[config.mk]
export PLATFORM = sky130hd
export DESIGN_NAME = type_tracker
export DESIGN_NICKNAME = d
export VERILOG_FILES = /design/src/rtl/type_tracker.sv
export SDC_FILE = /design/constraint.sdc
export NUM_CORES = 1
export LEC_CHECK = 0
export ABC_CLOCK_PERIOD_IN_PS = 5100
export CELL_PAD_IN_SITES_DETAIL_PLACEMENT = 1
export CELL_PAD_IN_SITES_GLOBAL_PLACEMENT = 1
export CORE_MARGIN = 2
export CORE_UTILIZATION = 38
export CTS_CLUSTER_SIZE = 12
export DETAILED_ROUTE_END_ITERATION = 7
export PLACE_DENSITY = 0.88
export SETUP_SLACK_MARGIN = 0.02
export SLEW_MARGIN = 20
export SYNTH_ARGS = -nofsm -noshare
export SYNTH_HDL_FRONTEND = slang
export SYNTH_SLANG_ARGS = --single-unit
[constraint.sdc]
create_clock -name clk -period 5.1 [get_ports clk]
set_input_delay 0.51 -clock clk [delete_from_list [all_inputs] [get_ports clk]]
set_output_delay 0.51 -clock clk [all_outputs]
set_load 0.02 [all_outputs]
[src/rtl/type_tracker.sv]
// Typing-trainer core: generates a pseudo-random target text from an LFSR,
// then scores keystrokes against it with backspace support and error tracking.
module type_tracker #(
  parameter int          LEN  = 25,
  parameter logic [15:0] SEED = 16'hACE1
) (
  input  logic             clk,
  input  logic             rst,
  input  logic             start,
  input  logic             key_valid,
  input  logic [4:0]       key_code,
  input  logic             key_bksp,
  output logic [5*LEN-1:0] text,
  output logic [4:0]       cursor,
  output logic [LEN-1:0]   err_mask,
  output logic [7:0]       err_cnt,
  output logic             busy,
  output logic             done
);

  localparam logic [1:0] S_IDLE = 2'd0;
  localparam logic [1:0] S_GEN  = 2'd1;
  localparam logic [1:0] S_TYPE = 2'd2;
  localparam logic [1:0] S_DONE = 2'd3;

  logic [1:0]     state_q, state_d;
  logic [15:0]    lfsr_q, lfsr_d;
  logic [4:0]     gen_idx_q, gen_idx_d;
  logic [4:0]     text_q [LEN];
  logic [4:0]     text_d [LEN];
  logic [4:0]     cursor_q, cursor_d;
  logic [LEN-1:0] err_mask_q, err_mask_d;
  logic [7:0]     err_cnt_q, err_cnt_d;
  logic           busy_q, busy_d;
  logic           done_q, done_d;
  logic [4:0]     new_letter;

  // Fold the 6 out-of-range codes back onto A..F so every slot is a letter.
  assign new_letter = (lfsr_q[4:0] >= 5'd26) ? (lfsr_q[4:0] - 5'd26) : lfsr_q[4:0];

  always_comb begin
    state_d    = state_q;
    lfsr_d     = {lfsr_q[14:0], lfsr_q[15] ^ lfsr_q[13] ^ lfsr_q[12] ^ lfsr_q[10]};
    gen_idx_d  = gen_idx_q;
    text_d     = text_q;
    cursor_d   = cursor_q;
    err_mask_d = err_mask_q;
    err_cnt_d  = err_cnt_q;

    case (state_q)
      S_IDLE, S_DONE: begin
        if (start) begin
          state_d    = S_GEN;
          gen_idx_d  = '0;
          cursor_d   = '0;
          err_mask_d = '0;
          err_cnt_d  = '0;
        end
      end
      S_GEN: begin
        text_d[gen_idx_q] = new_letter;
        if (gen_idx_q == 5'(LEN - 1)) begin
          state_d = S_TYPE;
        end else begin
          gen_idx_d = gen_idx_q + 5'd1;
        end
      end
      S_TYPE: begin
        if (key_valid) begin
          if (key_bksp) begin
            if (cursor_q != 5'd0) begin
              cursor_d               = cursor_q - 5'd1;
              err_mask_d[cursor_d]   = 1'b0;
            end
          end else begin
            if (key_code != text_q[cursor_q]) begin
              err_mask_d[cursor_q] = 1'b1;
              if (err_cnt_q != 8'hFF) begin
                err_cnt_d = err_cnt_q + 8'd1;
              end
            end
            cursor_d = cursor_q + 5'd1;
            if (cursor_q == 5'(LEN - 1)) begin
              state_d = S_DONE;
            end
          end
        end
      end
      default: state_d = S_IDLE;
    endcase

    busy_d = (state_d == S_GEN);
    done_d = (state_d == S_DONE);
  end

  always_ff @(posedge clk) begin
    if (rst) begin
      state_q    <= S_IDLE;
      lfsr_q     <= SEED;
      gen_idx_q  <= '0;
      for (int i = 0; i < LEN; i++) begin
        text_q[i] <= '0;
      end
      cursor_q   <= '0;
      err_mask_q <= '0;
      err_cnt_q  <= '0;
      busy_q     <= 1'b0;
      done_q     <= 1'b0;
    end else begin
      state_q    <= state_d;
      lfsr_q     <= lfsr_d;
      gen_idx_q  <= gen_idx_d;
      text_q     <= text_d;
      cursor_q   <= cursor_d;
      err_mask_q <= err_mask_d;
      err_cnt_q  <= err_cnt_d;
      busy_q     <= busy_d;
      done_q     <= done_d;
    end
  end

  for (genvar gi = 0; gi < LEN; gi++) begin : g_text
    assign text[gi*5 +: 5] = text_q[gi];
  end

  assign cursor   = cursor_q;
  assign err_mask = err_mask_q;
  assign err_cnt  = err_cnt_q;
  assign busy     = busy_q;
  assign done     = done_q;

endmodule

==> impl_results.md, run 1 <==
- Outcome: finished, final reports clean
- Nets: roughly 1100
- Global route overflow: 0
- Ys Warns: 0
- Setup bufs post-CTS: 0
- CTS tree: built
- Fillers: 2590
- DP HPWL: 22100 µm
- Register area: 3770 µm²
- Peak VDD IR: about 180 µV
- Core Area: 22700 µm²
- Fin. Hold Viols: 0
- Worst setup EP type: flip-flop
- Worst-skew pair later-pin latency: between 400 and 500 ps
- CTS Hold Bufs: 0
- Iteration-0 DRC Markers: around 560
- TritonCTS Sinks: ~190
- Final wirelength: ~32000 µm
- Vias: about 8200
- Fmax: 0.249 GHz
- Top Ports: 175
- Slew of the pin with the lowest slew margin: approximately 1100 ps
- TritonRoute pass-1 iters: 5
- Async set or reset register ratio after synthesis: 0%
- Critical Path Fanout Max: 23
- Register clock-pin slew on the reported worst setup and hold paths: approximately 70 ps
- First-pass GRT wire length: 48600 µm
- Largest net degree at the start of global routing: 72
- Port Buf Inserts: ~170
- Avg WL per Cell: 22.6 µm
- Post-route insts no fill: roughly 1400
- Setup TNS: 0 ps
- Site row count: 55
- Clock Skew: between 10 and 15 ps
- Placed insts: approximately 1400
- P_leak: ~4.2 nW
- Antenna viol nets, final: 0
- Starting Density: between 30% and 40%
- Clk root buf: clkbuf_16
- Cts repair resizes: 0
- Syn_nets: approximately 1000
- GPL Wtd Cong: ~0.87
- Tcrit/Tclk final: between 70% and 80%
- RSZ-0062 raised after global routing: false
- Yosys reg bits: ~190
- Initial antenna violation count: 1
- Syn Std Cell Area: about 9000 µm²
- Final core utilization: 49.7%
- Slew HR: 25.4%
- Area occupied by multi-input gates: about 4700 µm²
- Die width: 156 µm
- Pwr Density: approximately 270 nW/µm²
- Mean Syn Cell Area: 9.01 µm²
- Seq/Total Area, Yosys: between 40% and 50%
- Library cells used by synthesis: 53
- CP startpoint kind: flip-flop
- Chip height: 156 µm
- Syn Inst Count: 980
- Crit path time final: between 4000 and 5000 ps
- Dominant register cell in the synthesized netlist: dfxtp_1
- CTS Buf Count: 17
- Post-synth EDFFs: 0
- Arrival time worst endpoint: roughly 4300 ps
- Gr usage total: around a quarter
- Antenna cells: 0
- Vias in the first global route: 8279
- Layout cell share with drive strength beyond 1: 6.88%
- Clk buf depth: 2
- Hold Path Class: reg2reg
- Final Max Tran Viols: 0
- Die area: 24500 µm²
- Ratio of routed vias to standard cells: 5.84
- CP Class: reg2reg
- H-tree Lvls: 4
- Area grow syn2layout: 27.8%
- Worst Path Required: between 5000 and 6000 ps
- DRC errors left: 0
- Max Cap Viol: 0
- # setup viols final: 0
==> placed cells by master (no fill, tap or decap), types with 3 or more instances in the layout <==
cell,count
xor2_1,8
and3_1,7
nor2b_1,13
nand2_1,62
o31ai_1,3
a211oi_1,21
clkbuf_8,3
ha_1,13
a22oi_1,16
nor3_1,10
a31oi_1,9
inv_6,5
xnor2_1,6
a41o_1,24
nor2_1,164
or2_2,7
nand3_1,31
nand4_1,10
nand2b_1,24
and2_1,7
o21ai_0,29
a21oi_1,57
dfxtp_1,186
inv_1,14
mux4_2,14
clkbuf_16,17
nor3b_1,7
mux2i_1,125
buf_4,13
clkdlybuf4s50_1,173
==> worst max-delay path, cell delays in order, from the launching register on <==
cell and delay [ps]:
dfxtp_1 1000, nor2b_1 590, a22oi_1 150, and3_1 200, or4_4 480, a22oi_2 240
nand4_4 330, or2_1 570, a41o_1 340
==> power by group <==
part           total, mW  switching [mW]  leakage [nW]  internal, mW
Combinational      0.189           0.130          2.37        0.0591
Clock               1.31           0.633         0.279         0.679
Sequential          1.49          0.0117          1.52          1.48
==> kinds of logic after synthesis <==
kind of cell | after synthesis | share of synthesized area [%]
buffers and inverters | 94 | 4.43
AOI/OAI and AO/OA | 174 | 13.0
DFF | 188 | 42.6
xor gates and xnor gates | 14 | 1.39
muxes | 140 | 17.9
and+or+nand+nor | 357 | 18.9
adders and majority gates | 13 | 1.84
==> sequential cells by signal (all words and copies together) (netlist names) <==
register / cells
text: 125
err_mask: 25
lfsr_q: 16
err_cnt: 8
cursor: 5
gen_idx_q: 5
state_q: 2
busy: 1
done: 1
==> synthesized netlist by cell type, types with 3 or more instances <==
master	n	area share [%]
ha_1	13	1.8
nand2_1	62	2.6
xor2_1	8	0.79
or2_2	7	0.50
a21oi_1	58	3.3
nor4b_1	3	0.30
buf_6	3	0.38
mux4_2	14	3.6
nor3_1	10	0.57
nor2_1	164	7.0
and2_1	7	0.50
a22oi_1	16	1.4
a31oi_1	9	0.64
nor3b_1	8	0.68
nand2b_1	24	1.7
and3_1	7	0.50
a211oi_1	21	1.8
dfxtp_1	188	43
xnor2_1	6	0.59
o31ai_1	4	0.34
inv_1	14	0.59
nor2b_1	13	0.92
clkbuf_1	58	2.5
buf_1	10	0.42
nand3_1	31	1.8
o21ai_0	29	1.6
a41o_1	24	2.7
nand4_1	10	0.71
mux2i_1	125	14
buf_2	6	0.34
==> metal layers <==
| metal | GRT usage, % | up-vias | part of all wire, % |
|---|---|---|---|
| li1 | - | 3703 | - |
| met1 | 32.4 | 4116 | 41 |
| met2 | 44.5 | 324 | 50 |
| met3 | 4.85 | 56 | 6.9 |
| met4 | 9.17 | 2 | 2.7 |
| met5 | 0 | - | 0.032 |
==> layout make-up <==
type	instances	share of cell area [%]
multi-input cells	698	41.7
flip-flops and latches	188	33.3
repair buffers	187	16.3
clock buffers	21	4.17
well taps	285	3.16
clock inverters	11	0.853
inverters	14	0.465
==> stage by stage <==
stage               hold slack [ps]  total power [mW]  setup slack [ps]  area [µm²]
detailed placement              396              1.71              1020       10700
global route                    427              3.08               937       11300
global placement                392              1.70              1080       10700
CTS                             416              3.01               995       11300
floorplan                       389              1.64              1880        8830
finish                          416              2.99              1090       11300
==> final timing paths <==
check / from / to / slack (ps) / cells after the start
hold reg to reg: lfsr_q[14] / lfsr_q[15] / 420 / 1
setup / recovery: cursor[3] / err_mask[17] / 1090 / 8
setup reg to reg: cursor[3] / err_mask[17] / 1090 / 8
hold / removal: lfsr_q[14] / lfsr_q[15] / 420 / 1
Note: power is estimated with default switching activity, not from simulation.
==> inputs of run 2 (changes only) <==
ABC_CLOCK_PERIOD_IN_PS = 3500   (was 5100)
CORE_UTILIZATION = 35   (was 38)
PLACE_DENSITY = 0.86   (was 0.88)
clock period = 3.5 ns   (was 5.1 ns; I/O delays follow)
==> run 2 against run 1 <==
Effect of this change:
- critical path depth up 1
- clock power is 57% higher
- setup slack worse by 920 ps
- largest power group unchanged
- core utilization is 3.5 points lower
- final cell count increased by 4.3%
- clock skew is 4.5 ps higher
- routed wire length grew 1.6%
- global-route usage shrank 1.6 points
- combinational power grew 44%
- non-clock buffer count up 15
- register-to-register slack worse by 920 ps
- largest cell class unchanged
- design area grew 2.1%
==> impl_results.md, run 2 (same netlist as run 1, synthesis figures left out) <==
- Outcome: finished, final reports clean
- Worst setup EP type: flip-flop
- Area grow syn2layout: 30.5%
- Setup bufs post-CTS: 0
- Chip height: around 160 µm
- Die area: around 27000 µm²
- Post-route insts no fill: roughly 1500
- Port Buf Inserts: approximately 170
- RSZ-0062 raised after global routing: false
- Core Area: approximately 25000 µm²
- # setup viols final: 0
- DRC errors left: 0
- Site row count: 58
- Starting Density: 35.4%
- Vias in the first global route: ~8700
- Final core utilization: between 40% and 50%
- Vias: approximately 8300
- Register clock-pin slew on the reported worst setup and hold paths: roughly 80 ps
- First-pass GRT wire length: between 40000 and 50000 µm
- Fin. Hold Viols: 0
- Clock Skew: ~18 ps
- Critical Path Fanout Max: 35
- Register area: 3760 µm²
- Max FFs per register: 125
- Crit-path slowest cell: dfxtp_2
- Nets: about 1100
- CP startpoint kind: flip-flop
- Final Max Tran Viols: 0
- Critical Path, Cell by Cell: buf_12 -> mux2i_1 -> a22oi_1 -> and4_1 -> or4_4 -> a22oi_2 -> nand4_4 -> or2_1 -> a41o_1
- Clk buf depth: 2
- Tcrit/Tclk final: between 90% and 100%
- Avg WL per Cell: 22.0 µm
- Antenna cells: 0
- Most frequent cells in the layout: 187 x dfxtp_1, 173 x clkdlybuf4s50_1, 164 x nor2_1
- Fmax: ~0.3 GHz
- Area occupied by multi-input gates: roughly 4700 µm²
- Final wirelength: 32200 µm
- GPL Wtd Cong: 0.857
- CTS Hold Bufs: 0
- Clk root buf: clkbuf_16
- CP peak stage delay: 560 ps
- Slew HR: 45.7%
- Gr usage total: between 20% and 30%
- CTS Buf Count: 17
- Largest net degree at the start of global routing: ~110
- Antenna viol nets, final: 0
- Fillers: about 2900
- CTS tree: built
- Commonest non-fill, non-tap cell in the layout: dfxtp_1
- Worst Path Required: 3840 ps
- Placed insts: 1432
- Ratio of routed vias to standard cells: between 5 and 6
- Global route overflow: 0
- Layout cell share with drive strength beyond 1: 8.11%
- Top Ports: approximately 180
- Die width: 163 µm
- TritonCTS Sinks: ~190
- Initial antenna violation count: 1
- Slew of the pin with the lowest slew margin: about 800 ps
- TritonRoute pass-1 iters: 8
- Cts repair resizes: 0
- Iteration-0 DRC Markers: approximately 550
- Arrival time worst endpoint: between 3000 and 4000 ps
- Worst-skew pair later-pin latency: about 450 ps
- Pwr Density: 391 nW/µm²
- Peak VDD IR: 276 µV
- CP Class: reg2reg
- Hold Path Class: reg2reg
- Max Cap Viol: 0
- H-tree Lvls: 4
- Crit path time final: 3330 ps
- Setup TNS: 0 ps
- DP HPWL: 22700 µm
- P_leak: 4.27 nW
## run 2: worst paths after layout
kind	start	to	slack [ps]	cells after the start
setup reg to reg	cursor[1]	err_mask[12]	170	9
hold / removal	lfsr_q[14]	lfsr_q[15]	410	1
setup / recovery	cursor[1]	err_mask[12]	170	9
hold reg to reg	lfsr_q[14]	lfsr_q[15]	410	1
## run 2: final cells by class
| cell class | count | share of cell area (%) |
|---|---|---|
| clock buffer | 17 | 3.69 |
| clock inverter | 15 | 1.70 |
| inverter | 14 | 0.456 |
| multi-input combinational | 698 | 40.9 |
| sequential | 188 | 32.7 |
| tap | 330 | 3.58 |
| timing repair buffer | 202 | 17.1 |
## run 2: through the flow
stage          setup WS [ps]  total power [mW]  instance area, µm²  hold slack (ps)
6_report                 171              4.51               11500              413
5_1_grt                 39.6              4.64               11500              445
4_1_cts                  178              4.51               11500              422
3_5_place_dp             312              2.49               10900              410
3_3_place_gp             352              2.48               10900              391
2_1_floorplan            283              2.40                8830              389
## run 2: where the power goes
group          internal (mW)  total [mW]  switching (mW)
Clock                   1.04        2.06            1.01
Sequential              2.16        2.18          0.0227
Combinational         0.0870       0.272           0.185
Total                   3.29        4.51            1.22
## run 2: critical path, delay by kind of cell (launching register included)
kind	cells	cell delay, ps
compound gates	3	710
buf+inv	1	310
mux	1	310
simple gates	4	1290
flops	1	560
## run 2: per-layer routing
layer	routed length, µm	up-vias	part of all wire [%]	global-route usage [%]
li1	-	3732	-	-
met1	13500	4176	42	30.0
met2	15400	354	48	40.9
met3	2060	84	6.4	4.71
met4	1200	0	3.7	10.9
met5	0	-	0	0
==> inputs of run 3 (changes only) <==
HOLD_SLACK_MARGIN = 0.03   (was default)
==> results of run 3 <==
No change in the layout: final DEF, timing and power equal those of run 2.
